**src/rtl/inst_group_splitter_pkg.sv**
```systemverilog
`default_nettype none
// ============================================================================
// Module  : inst_group_splitter_pkg
// Purpose : Shared widths and helpers for the fetch-group splitter.
//           INST_W   - instruction word width
//           GROUP_W  - slots per fetch group
//           GRP_PC_W - group PC width (PC[31:4])
//           SLOT_W   - slot index width (PC[3:2])
// Revision: 1.0 - initial release
// ============================================================================
package inst_group_splitter_pkg;

  localparam int unsigned INST_W   = 32;
  localparam int unsigned GROUP_W  = 4;
  localparam int unsigned GRP_PC_W = 28;
  localparam int unsigned SLOT_W   = 2;

  // Number of set bits in a slot mask (0..4).
  function automatic logic [2:0] popcount_mask(input logic [GROUP_W-1:0] mask);
    logic [2:0] cnt;
    cnt = '0;
    for (int k = 0; k < int'(GROUP_W); k++) begin
      cnt = cnt + {2'b00, mask[k]};
    end
    return cnt;
  endfunction

endpackage
`default_nettype wire

```
**src/rtl/inst_group_splitter_if.sv**
```systemverilog
`default_nettype none
// ============================================================================
// Module  : inst_group_splitter_if
// Purpose : Bundles the group-in handshake (from the instruction buffer) and
//           the lane-out handshake (to decode) of the splitter.
//   flush         - pipeline redirect
//   inst_4W       - 4 instructions, slot k at [32k+31:32k]
//   inst_4W_valid - slot valid mask
//   inst_4W_pc    - group PC[31:4]
//   pre_valid     - upstream has a group
//   out_ready     - group accepted this cycle
//   issue_inst    - lane instructions
//   issue_pc      - lane full PCs
//   issue_valid   - lane valids, contiguous from lane 0
//   out_valid     - any lane valid
//   next_ready    - decode accepts all valid lanes
// Modports: slave = splitter side, master = environment side.
// Revision: 1.0 - initial release
// ============================================================================
interface inst_group_splitter_if #(
  parameter int unsigned ISSUE_W = 2
) ();
  import inst_group_splitter_pkg::*;

  logic                          flush;
  logic [INST_W*GROUP_W-1:0]     inst_4W;
  logic [GROUP_W-1:0]            inst_4W_valid;
  logic [GRP_PC_W-1:0]           inst_4W_pc;
  logic                          pre_valid;
  logic                          out_ready;
  logic [INST_W*ISSUE_W-1:0]     issue_inst;
  logic [INST_W*ISSUE_W-1:0]     issue_pc;
  logic [ISSUE_W-1:0]            issue_valid;
  logic                          out_valid;
  logic                          next_ready;

  modport slave (
    input  flush, inst_4W, inst_4W_valid, inst_4W_pc, pre_valid, next_ready,
    output out_ready, issue_inst, issue_pc, issue_valid, out_valid
  );

  modport master (
    output flush, inst_4W, inst_4W_valid, inst_4W_pc, pre_valid, next_ready,
    input  out_ready, issue_inst, issue_pc, issue_valid, out_valid
  );

endinterface
`default_nettype wire

```
**src/rtl/inst_group_splitter_first_n_picker.sv**
```systemverilog
`default_nettype none
// ============================================================================
// Module  : first_n_picker
// Purpose : Combinational selector: for lane j, returns a one-hot select of
//           the j-th lowest set bit of mask (zero if fewer than j+1 bits set),
//           plus the OR of all selects (slots consumed by this beat).
//   mask - remaining slot mask
//   sel  - per-lane one-hot slot selects
//   used - slots picked by any lane
// Revision: 1.0 - initial release
// ============================================================================
module first_n_picker
  import inst_group_splitter_pkg::*;
#(
  parameter int unsigned ISSUE_W = 2
) (
  input  logic [GROUP_W-1:0]              mask,
  output logic [ISSUE_W-1:0][GROUP_W-1:0] sel,
  output logic [GROUP_W-1:0]              used
);

  logic [GROUP_W-1:0] w_rest;

  always_comb begin
    w_rest = mask;
    sel    = '0;
    used   = '0;
    for (int j = 0; j < int'(ISSUE_W); j++) begin
      // x & -x isolates the lowest set bit; strip it and move to the next lane.
      sel[j] = w_rest & (~w_rest + {{(GROUP_W-1){1'b0}}, 1'b1});
      w_rest = w_rest & ~sel[j];
      used   = used | sel[j];
    end
  end

endmodule
`default_nettype wire

```
**src/rtl/inst_group_splitter.sv**
```systemverilog
`default_nettype none
// ============================================================================
// Module  : inst_group_splitter
// Purpose : Holds one 4-wide fetch group and issues up to ISSUE_W of its
//           valid slots per cycle, in program order, compacted into lanes
//           starting at lane 0, each with a full 32-bit PC.
//   clk - clock, rising edge
//   rst - synchronous active-high reset
//   bus - splitter side of inst_group_splitter_if (group in / lanes out)
// Revision: 1.0 - initial release
// ============================================================================
module inst_group_splitter
  import inst_group_splitter_pkg::*;
#(
  parameter int unsigned ISSUE_W = 2
) (
  input  logic                  clk,
  input  logic                  rst,
  inst_group_splitter_if.slave  bus
);

  logic [INST_W*GROUP_W-1:0]      r_hold_inst;
  logic [GRP_PC_W-1:0]            r_hold_pc;
  logic [GROUP_W-1:0]             r_rem_mask;

  logic [ISSUE_W-1:0][GROUP_W-1:0] w_sel;
  logic [GROUP_W-1:0]             w_used;
  logic [INST_W*ISSUE_W-1:0]      w_lane_inst;
  logic [INST_W*ISSUE_W-1:0]      w_lane_pc;
  logic [ISSUE_W-1:0]             w_lane_valid;
  logic [2:0]                     w_rem_cnt;
  logic                           w_last_beat;
  logic                           w_out_valid;
  logic                           w_out_ready;
  logic                           w_load;
  logic                           w_issue;

  first_n_picker #(
    .ISSUE_W (ISSUE_W)
  ) u_picker (
    .mask (r_rem_mask),
    .sel  (w_sel),
    .used (w_used)
  );

  // Lane muxes: an empty lane drives zero on all fields.
  always_comb begin
    w_lane_inst  = '0;
    w_lane_pc    = '0;
    w_lane_valid = '0;
    for (int j = 0; j < int'(ISSUE_W); j++) begin
      w_lane_valid[j] = |w_sel[j];
      for (int k = 0; k < int'(GROUP_W); k++) begin
        if (w_sel[j][k]) begin
          w_lane_inst[INST_W*j +: INST_W] = r_hold_inst[INST_W*k +: INST_W];
          w_lane_pc[INST_W*j +: INST_W]   = {r_hold_pc, SLOT_W'(k), 2'b00};
        end
      end
    end
  end

  assign w_rem_cnt   = popcount_mask(r_rem_mask);
  assign w_last_beat = ({29'd0, w_rem_cnt} <= 32'(ISSUE_W));
  assign w_out_valid = |w_lane_valid;

  // next_ready feeds out_ready combinationally so a new group can load on
  // the same edge the final beat of the current one issues.
  assign w_out_ready = !bus.flush &&
                       ((r_rem_mask == '0) || (bus.next_ready && w_last_beat));
  assign w_load      = bus.pre_valid && w_out_ready;
  assign w_issue     = w_out_valid && bus.next_ready;

  always_ff @(posedge clk) begin
    if (rst) begin
      r_hold_inst <= '0;
      r_hold_pc   <= '0;
      r_rem_mask  <= '0;
    end else if (bus.flush) begin
      r_rem_mask  <= '0;
    end else if (w_load) begin
      // A load supersedes the clear of a same-cycle final beat.
      r_hold_inst <= bus.inst_4W;
      r_hold_pc   <= bus.inst_4W_pc;
      r_rem_mask  <= bus.inst_4W_valid;
    end else if (w_issue) begin
      r_rem_mask  <= r_rem_mask & ~w_used;
    end
  end

  assign bus.out_ready   = w_out_ready;
  assign bus.out_valid   = w_out_valid;
  assign bus.issue_valid = w_lane_valid;
  assign bus.issue_inst  = w_lane_inst;
  assign bus.issue_pc    = w_lane_pc;

endmodule
`default_nettype wire

```
**src/flat_wrapper.sv**
```systemverilog
// flat-port wrapper written by rule: the top's interface ports become plain ports
module inst_group_splitter_flat import inst_group_splitter_pkg::*;
#(
  parameter int unsigned ISSUE_W = 2
)
  (clk, rst, bus_flush, bus_inst_4W, bus_inst_4W_valid, bus_inst_4W_pc, bus_pre_valid, bus_next_ready, bus_out_ready, bus_issue_inst, bus_issue_pc, bus_issue_valid, bus_out_valid);
  inst_group_splitter_if #(.ISSUE_W(ISSUE_W)) bus_i ();
  input  logic clk;
  input  logic rst;
  input wire logic [$bits(bus_i.flush)-1:0] bus_flush;
  input wire logic [$bits(bus_i.inst_4W)-1:0] bus_inst_4W;
  input wire logic [$bits(bus_i.inst_4W_valid)-1:0] bus_inst_4W_valid;
  input wire logic [$bits(bus_i.inst_4W_pc)-1:0] bus_inst_4W_pc;
  input wire logic [$bits(bus_i.pre_valid)-1:0] bus_pre_valid;
  input wire logic [$bits(bus_i.next_ready)-1:0] bus_next_ready;
  output wire logic [$bits(bus_i.out_ready)-1:0] bus_out_ready;
  output wire logic [$bits(bus_i.issue_inst)-1:0] bus_issue_inst;
  output wire logic [$bits(bus_i.issue_pc)-1:0] bus_issue_pc;
  output wire logic [$bits(bus_i.issue_valid)-1:0] bus_issue_valid;
  output wire logic [$bits(bus_i.out_valid)-1:0] bus_out_valid;
  assign bus_i.flush = bus_flush;
  assign bus_i.inst_4W = bus_inst_4W;
  assign bus_i.inst_4W_valid = bus_inst_4W_valid;
  assign bus_i.inst_4W_pc = bus_inst_4W_pc;
  assign bus_i.pre_valid = bus_pre_valid;
  assign bus_i.next_ready = bus_next_ready;
  assign bus_out_ready = bus_i.out_ready;
  assign bus_issue_inst = bus_i.issue_inst;
  assign bus_issue_pc = bus_i.issue_pc;
  assign bus_issue_valid = bus_i.issue_valid;
  assign bus_out_valid = bus_i.out_valid;
  inst_group_splitter #(.ISSUE_W(ISSUE_W)) u_core (.clk(clk), .rst(rst), .bus(bus_i));
endmodule
```
**config.mk**
```make
export PLATFORM = sky130hd
export DESIGN_NAME = inst_group_splitter_flat
export DESIGN_NICKNAME = d
export VERILOG_FILES = /design/src/rtl/inst_group_splitter_pkg.sv /design/src/rtl/inst_group_splitter_if.sv /design/src/rtl/inst_group_splitter_first_n_picker.sv /design/src/rtl/inst_group_splitter.sv /design/src/flat_wrapper.sv
export SDC_FILE = /design/constraint.sdc
export NUM_CORES = 1
export LEC_CHECK = 0
export CAP_MARGIN = 10
export CORE_MARGIN = 5
export CORE_UTILIZATION = 40
export DETAILED_ROUTE_END_ITERATION = 8
export HOLD_SLACK_MARGIN = 0.15
export MAX_ROUTING_LAYER = met4
export PLACE_DENSITY = 0.88
export SYNTH_ARGS = -nofsm -noshare
export SYNTH_HDL_FRONTEND = slang
export SYNTH_SLANG_ARGS = --single-unit
export TNS_END_PERCENT = 50
```
**constraint.sdc**
```tcl
create_clock -name clk -period 3.52 [get_ports clk]
set_clock_uncertainty 0.2 [all_clocks]
set_input_delay 0.704 -clock clk [delete_from_list [all_inputs] [get_ports clk]]
set_output_delay 0.704 -clock clk [all_outputs]
set_load 0.01 [all_outputs]
```
==> run metrics, run 1 <==
CTS Buf Count 17; RSZ-0062 raised after global routing yes; post-synth top area share 40.8%; port bufs 292; Ys Warns 0; dpl cells 1580; Routed Wire Length 28000 um; antenna violations before repair 0; Max VDD drop 0.306 mV; diode count 0; Seq/Total Area, Yosys 40.8%; residual DRC count 0; Max H-tree Level 4; Worst EP arrival 2580 ps; Syn Std Cell Area 0.00785 mm^2; # rows 51; kind of critical path reg2out; status complete, no violations; CTS tree built; Initial Util 40.5%; first-pass GRT wire length 42600 um; Final setup viols 0; top cell type by total area after synthesis dfxtp_1; EDFF count, synth 0; clk root buf clkbuf_16; Post-synth top cells 416 x nand2_1, 160 x dfxtp_1, 147 x a21oi_1; Vias/cell 5.32; drt wl/cell 17.3 um; gr usage total 24.2%; die outline area 0.0225 mm^2; Routed Antenna Nets 0; startpoint class of the critical path flip-flop; CTS clock-pin slew for the worst setup and hold paths 60 ps; TritonCTS sink count 160; GRT Residual Overflow 0; total power 0.00465 W; reg2reg path depth 10; final net count 1515; Worst Path Required 2620 ps; I/O pin cnt 297; Lkg Pwr 4.89 nW; 1st-pass router iterations 7; Syn Area/Cell 7.18 um^2; largest net degree at the start of global routing 82; WHS Path Cells 2; core area 0.0194 mm^2; post-route minimum period 3480 ps; Worst-Skew Late Latency 420 ps; gp weighted congestion 0.908; Least-Margin Pin Slew 726 ps; Pwr Density 394 mW/mm^2; fmax 287 MHz; main flop type after synthesis dfxtp_1; setup TNS 0 ps; Mapped Cells 1094; Critical Path End Type primary output; fin cells 1621; Area Growth Syn to Fin 50.3%; Unique masters post-synth 41; CTS Hold Bufs 0; top cells by area, synth dfxtp_1 41%, nand2_1 20%, a21oi_1 9.4%; Vias 8626; final hold slack 254 ps; max-cap violations 0; Die X 150 um; die height 150 um; layout cell share with drive strength beyond 1 7.15%; Iteration-0 DRC Markers 708; final hold vios 0; max_slew headroom 51.6%; vias in the first global route 8386; detailed placer's ending HPWL 18600 um; async set or reset register ratio after synthesis 0%; Final Cycle Share 98.9%; clk buf depth 2; number of synthesized register bits 160; count leader, synth nand2_1; CP Max Fanout 3; R2R setup slack 280 ps; Pins Over Slew Limit 0; worst hold path type reg2reg
-- final timing paths --
path                                       from                                  end
max reg2reg   u_core.r_rem_mask[0]$_SDFFE_PP0P_  u_core.r_hold_inst[39]$_SDFFE_PP0P_
min reg2reg  u_core.r_hold_inst[9]$_SDFFE_PP0P_   u_core.r_hold_inst[9]$_SDFFE_PP0P_
max           u_core.r_rem_mask[0]$_SDFFE_PP0P_                        bus_out_ready
min          u_core.r_hold_inst[9]$_SDFFE_PP0P_   u_core.r_hold_inst[9]$_SDFFE_PP0P_
-- final cells by class --
type / count / area, um^2
Clock inverter: 12 / 205
Tap cell: 265 / 332
Inverter: 38 / 143
Timing Repair Buffer: 325 / 3410
Sequential cell: 160 / 3210
Multi-Input combinational cell: 802 / 4050
Fill cell: 1670 / 7590
Clock buffer: 19 / 453
-- sequential cells by signal, summed over array words and instances, names as in the netlist --
name and flops:
u_core.r_hold_inst 128, u_core.r_hold_pc 28, u_core.r_rem_mask 4
-- metrics by stage --
step                area (um^2)  utilization, %  setup WS (ps)
floorplan                  7870               -            111
global placement          10900            56.2           67.2
detailed placement        10900            56.2           12.3
CTS                       11600            59.9          0.210
global route              11800            60.8          -95.4
finish                    11800            60.8           39.8
-- cell families after synthesis --
logic type      count (synthesis)  share of synthesized area [%]
flops                         160                           40.8
fa+ha+maj                       6                           1.05
buf+inv                       135                           8.59
simple gates                  496                           26.5
other cells                     1                         0.0477
compound gates                296                           23.0
-- layout by cell type, fill, tap and decap left out, types with 29 or more instances in the layout --
master / count
dfxtp_1: 158
nand2_1: 414
a21oi_1: 147
clkdlybuf4s50_1: 246
o21ai_0: 62
and2_1: 29
inv_1: 37
a222oi_1: 32
nor2b_1: 29
o211ai_1: 32
-- layer usage --
layer  track usage (%)  vias up  part of all wire [%]
met1              28.8     3992                    40
met4              9.29        0                   3.3
met2              39.5      444                    48
met3              5.93       60                   8.5
li1                  -     4130                     -
met5                 -        -                     0
-- where the power goes --
group / switching [W] / internal [W] / total (W)
registers: 0.0000684 / 0.00190 / 0.00197
clock network: 0.000763 / 0.00130 / 0.00206
logic: 0.000294 / 0.000328 / 0.000622
total: 0.00112 / 0.00353 / 0.00465
-- critical path: stages (launching register included) --
cell	delay, ps
dfxtp_4	380
inv_1	90
ha_4	250
fa_2	340
ha_1	300
and4bb_1	210
or2_2	290
nor2_1	110
nor2_1	50
buf_2	150
-- timing repair --
action                     CTS  global route
setup buffers                0             6
gates resized for setup     36            36
cloned                       1             3
setup endpoints to repair  122            76
pin swaps                    4             5
(Power assumes the default switching activity.)
==> inputs of run 2 (changes only) <==
Settings changed: GPL_TIMING_DRIVEN set to 0.
==> run metrics, run 2 (same netlist as run 1, synthesis figures left out) <==
Area Growth Syn to Fin 52.8%; Final Instance Area 0.0120 mm^2; Vias 9161; post-route minimum period 3550 ps; die outline area 0.0225 mm^2; max_slew headroom 52.5%; GRT Residual Overflow 0; RSZ-0062 raised after global routing yes; detailed placer's ending HPWL 23600 um; number of fill cells 1748; status finished with violations; vias in the first global route 9271; Vias/cell 5.40; # rows 51; most frequent cells in the layout 414 x nand2_1, 199 x clkdlybuf4s50_1, 158 x dfxtp_1; final core occ 61.9%; gr usage total 28.8%; first-pass GRT wire length 49000 um; CP max stage delay 420 ps; most common cell after layout, fill and taps aside nand2_1; gp weighted congestion 0.892; final net count 1591; worst hold path type reg2reg; clk buf depth 2; Lkg Pwr 4.96 nW; antenna violations before repair 0; Routed Wire Length 32400 um; Die X 150 um; failing checks setup timing; most frequent CP cell ha_4; Pins Over Slew Limit 0; CTS clock-pin slew for the worst setup and hold paths 70 ps; total power 0.00474 W; max reg flops 128; 1st-pass router iterations 9; diode count 0; port bufs 292; kind of critical path reg2out; Top Registers u_core.r_hold_inst x128, u_core.r_hold_pc x28, u_core.r_rem_mask x4; Final Cycle Share 101%; Iteration-0 DRC Markers 1081; Initial Util 40.5%; fmax 282 MHz; Place WS -970 ps; Final WS setup -26.9 ps; drt wl/cell 19.1 um; final hold slack 256 ps; Critical Path End Type primary output; Final setup viols 1; CP Max Fanout 3; TritonCTS sink count 160; Hold EP u_core.r_hold_inst[13]$_SDFFE_PP0P_; Max VDD drop 0.306 mV; DP Area 0.0111 mm^2; layout cell share with drive strength beyond 1 11.8%; residual DRC count 0; Max H-tree Level 4; Least-Margin Pin Slew 712 ps; R2R setup slack 360 ps; FF-to-FF End u_core.r_hold_inst[29]$_SDFFE_PP0P_; final hold vios 0; I/O pin cnt 297; reg2reg path depth 12; critical-path cell list clkbuf_16, inv_6, ha_4, fa_2, ha_4, and4bb_2, or2_4, nor2_4, nor2_2, buf_2; Routed Antenna Nets 0; Worst-Skew Late Latency 430 ps; Critical R2R Launch u_core.r_rem_mask[0]$_SDFFE_PP0P_; Slowest cell on crit path fa_2; WHS Path Cells 2; Pwr Density 395 mW/mm^2; core area 0.0194 mm^2; hold_sp u_core.r_hold_inst[13]$_SDFFE_PP0P_; die height 150 um; startpoint class of the critical path flip-flop; Worst EP arrival 2640 ps; CTS Buf Count 17; Reg with most FFs u_core.r_hold_inst; clk root buf clkbuf_16; Worst Path Required 2620 ps; max-cap violations 0; CTS tree built; largest net degree at the start of global routing 17
run 2: timing repair:
action                     4_1_cts  5_1_grt
hold buffers                     0        0
setup endpoints to repair      282       85
resized for setup              195       35
pin swaps                       11       14
buffers inserted                12        1
cloned                           0        1
run 2: how the worst max path moves through the flow:
stage                                            startpoint                end  slack (ps)  cells after the start
after global routing      u_core.r_rem_mask[0]$_SDFFE_PP0P_      bus_out_ready         -70                     10
after CTS                 u_core.r_rem_mask[0]$_SDFFE_PP0P_      bus_out_ready         -20                     11
after global placement    u_core.r_rem_mask[0]$_SDFFE_PP0P_  bus_issue_inst[2]        -920                     10
after floorplan           u_core.r_rem_mask[0]$_SDFFE_PP0P_      bus_out_ready         110                     10
after detailed placement  u_core.r_rem_mask[0]$_SDFFE_PP0P_  bus_issue_inst[2]        -970                     10
final                     u_core.r_rem_mask[0]$_SDFFE_PP0P_      bus_out_ready         -30                     10
run 2: per-layer routing:
metal  GRT usage [%]  routed length [um]  vias to the layer above
li1                -                   -                     4287
met1            34.4               12700                     4211
met2            46.4               15400                      563
met3            7.16                3110                      100
met4            12.2                1170                        0
met5               -                   0                        -
run 2: power breakdown:
part	internal [W]	total [W]	switching, W
sequential	0.00190	0.00197	0.0000682
clock	0.00130	0.00210	0.000800
combinational	0.000340	0.000673	0.000333
total	0.00354	0.00474	0.00120
run 2: through the flow:
step	std cells	setup TNS, ps
after global placement	1654	-97180
after CTS	1697	-30.2
after floorplan	1097	0
final	1698	-26.9
after global routing	1698	-72.8
after detailed placement	1654	-111940
run 2: layout make-up:
class / count / area (um^2) / area share (%)
plain buffers: 95 / 672 / 5.60
well taps: 265 / 332 / 2.76
inverters: 38 / 148 / 1.23
flip-flops and latches: 160 / 3210 / 26.7
clock buffers: 19 / 453 / 3.77
multi-input cells: 802 / 4060 / 33.8
repair buffers: 306 / 2920 / 24.4
clock inverters: 13 / 206 / 1.72
run 2: worst max-delay path: cells and delay by family (launching register included):
kind | cells | cell delay [ps]
flip-flops | 1 | 380
adder cells (fa/ha/maj) | 3 | 870
AND/OR/NAND/NOR | 4 | 650
buffers and inverters | 3 | 310
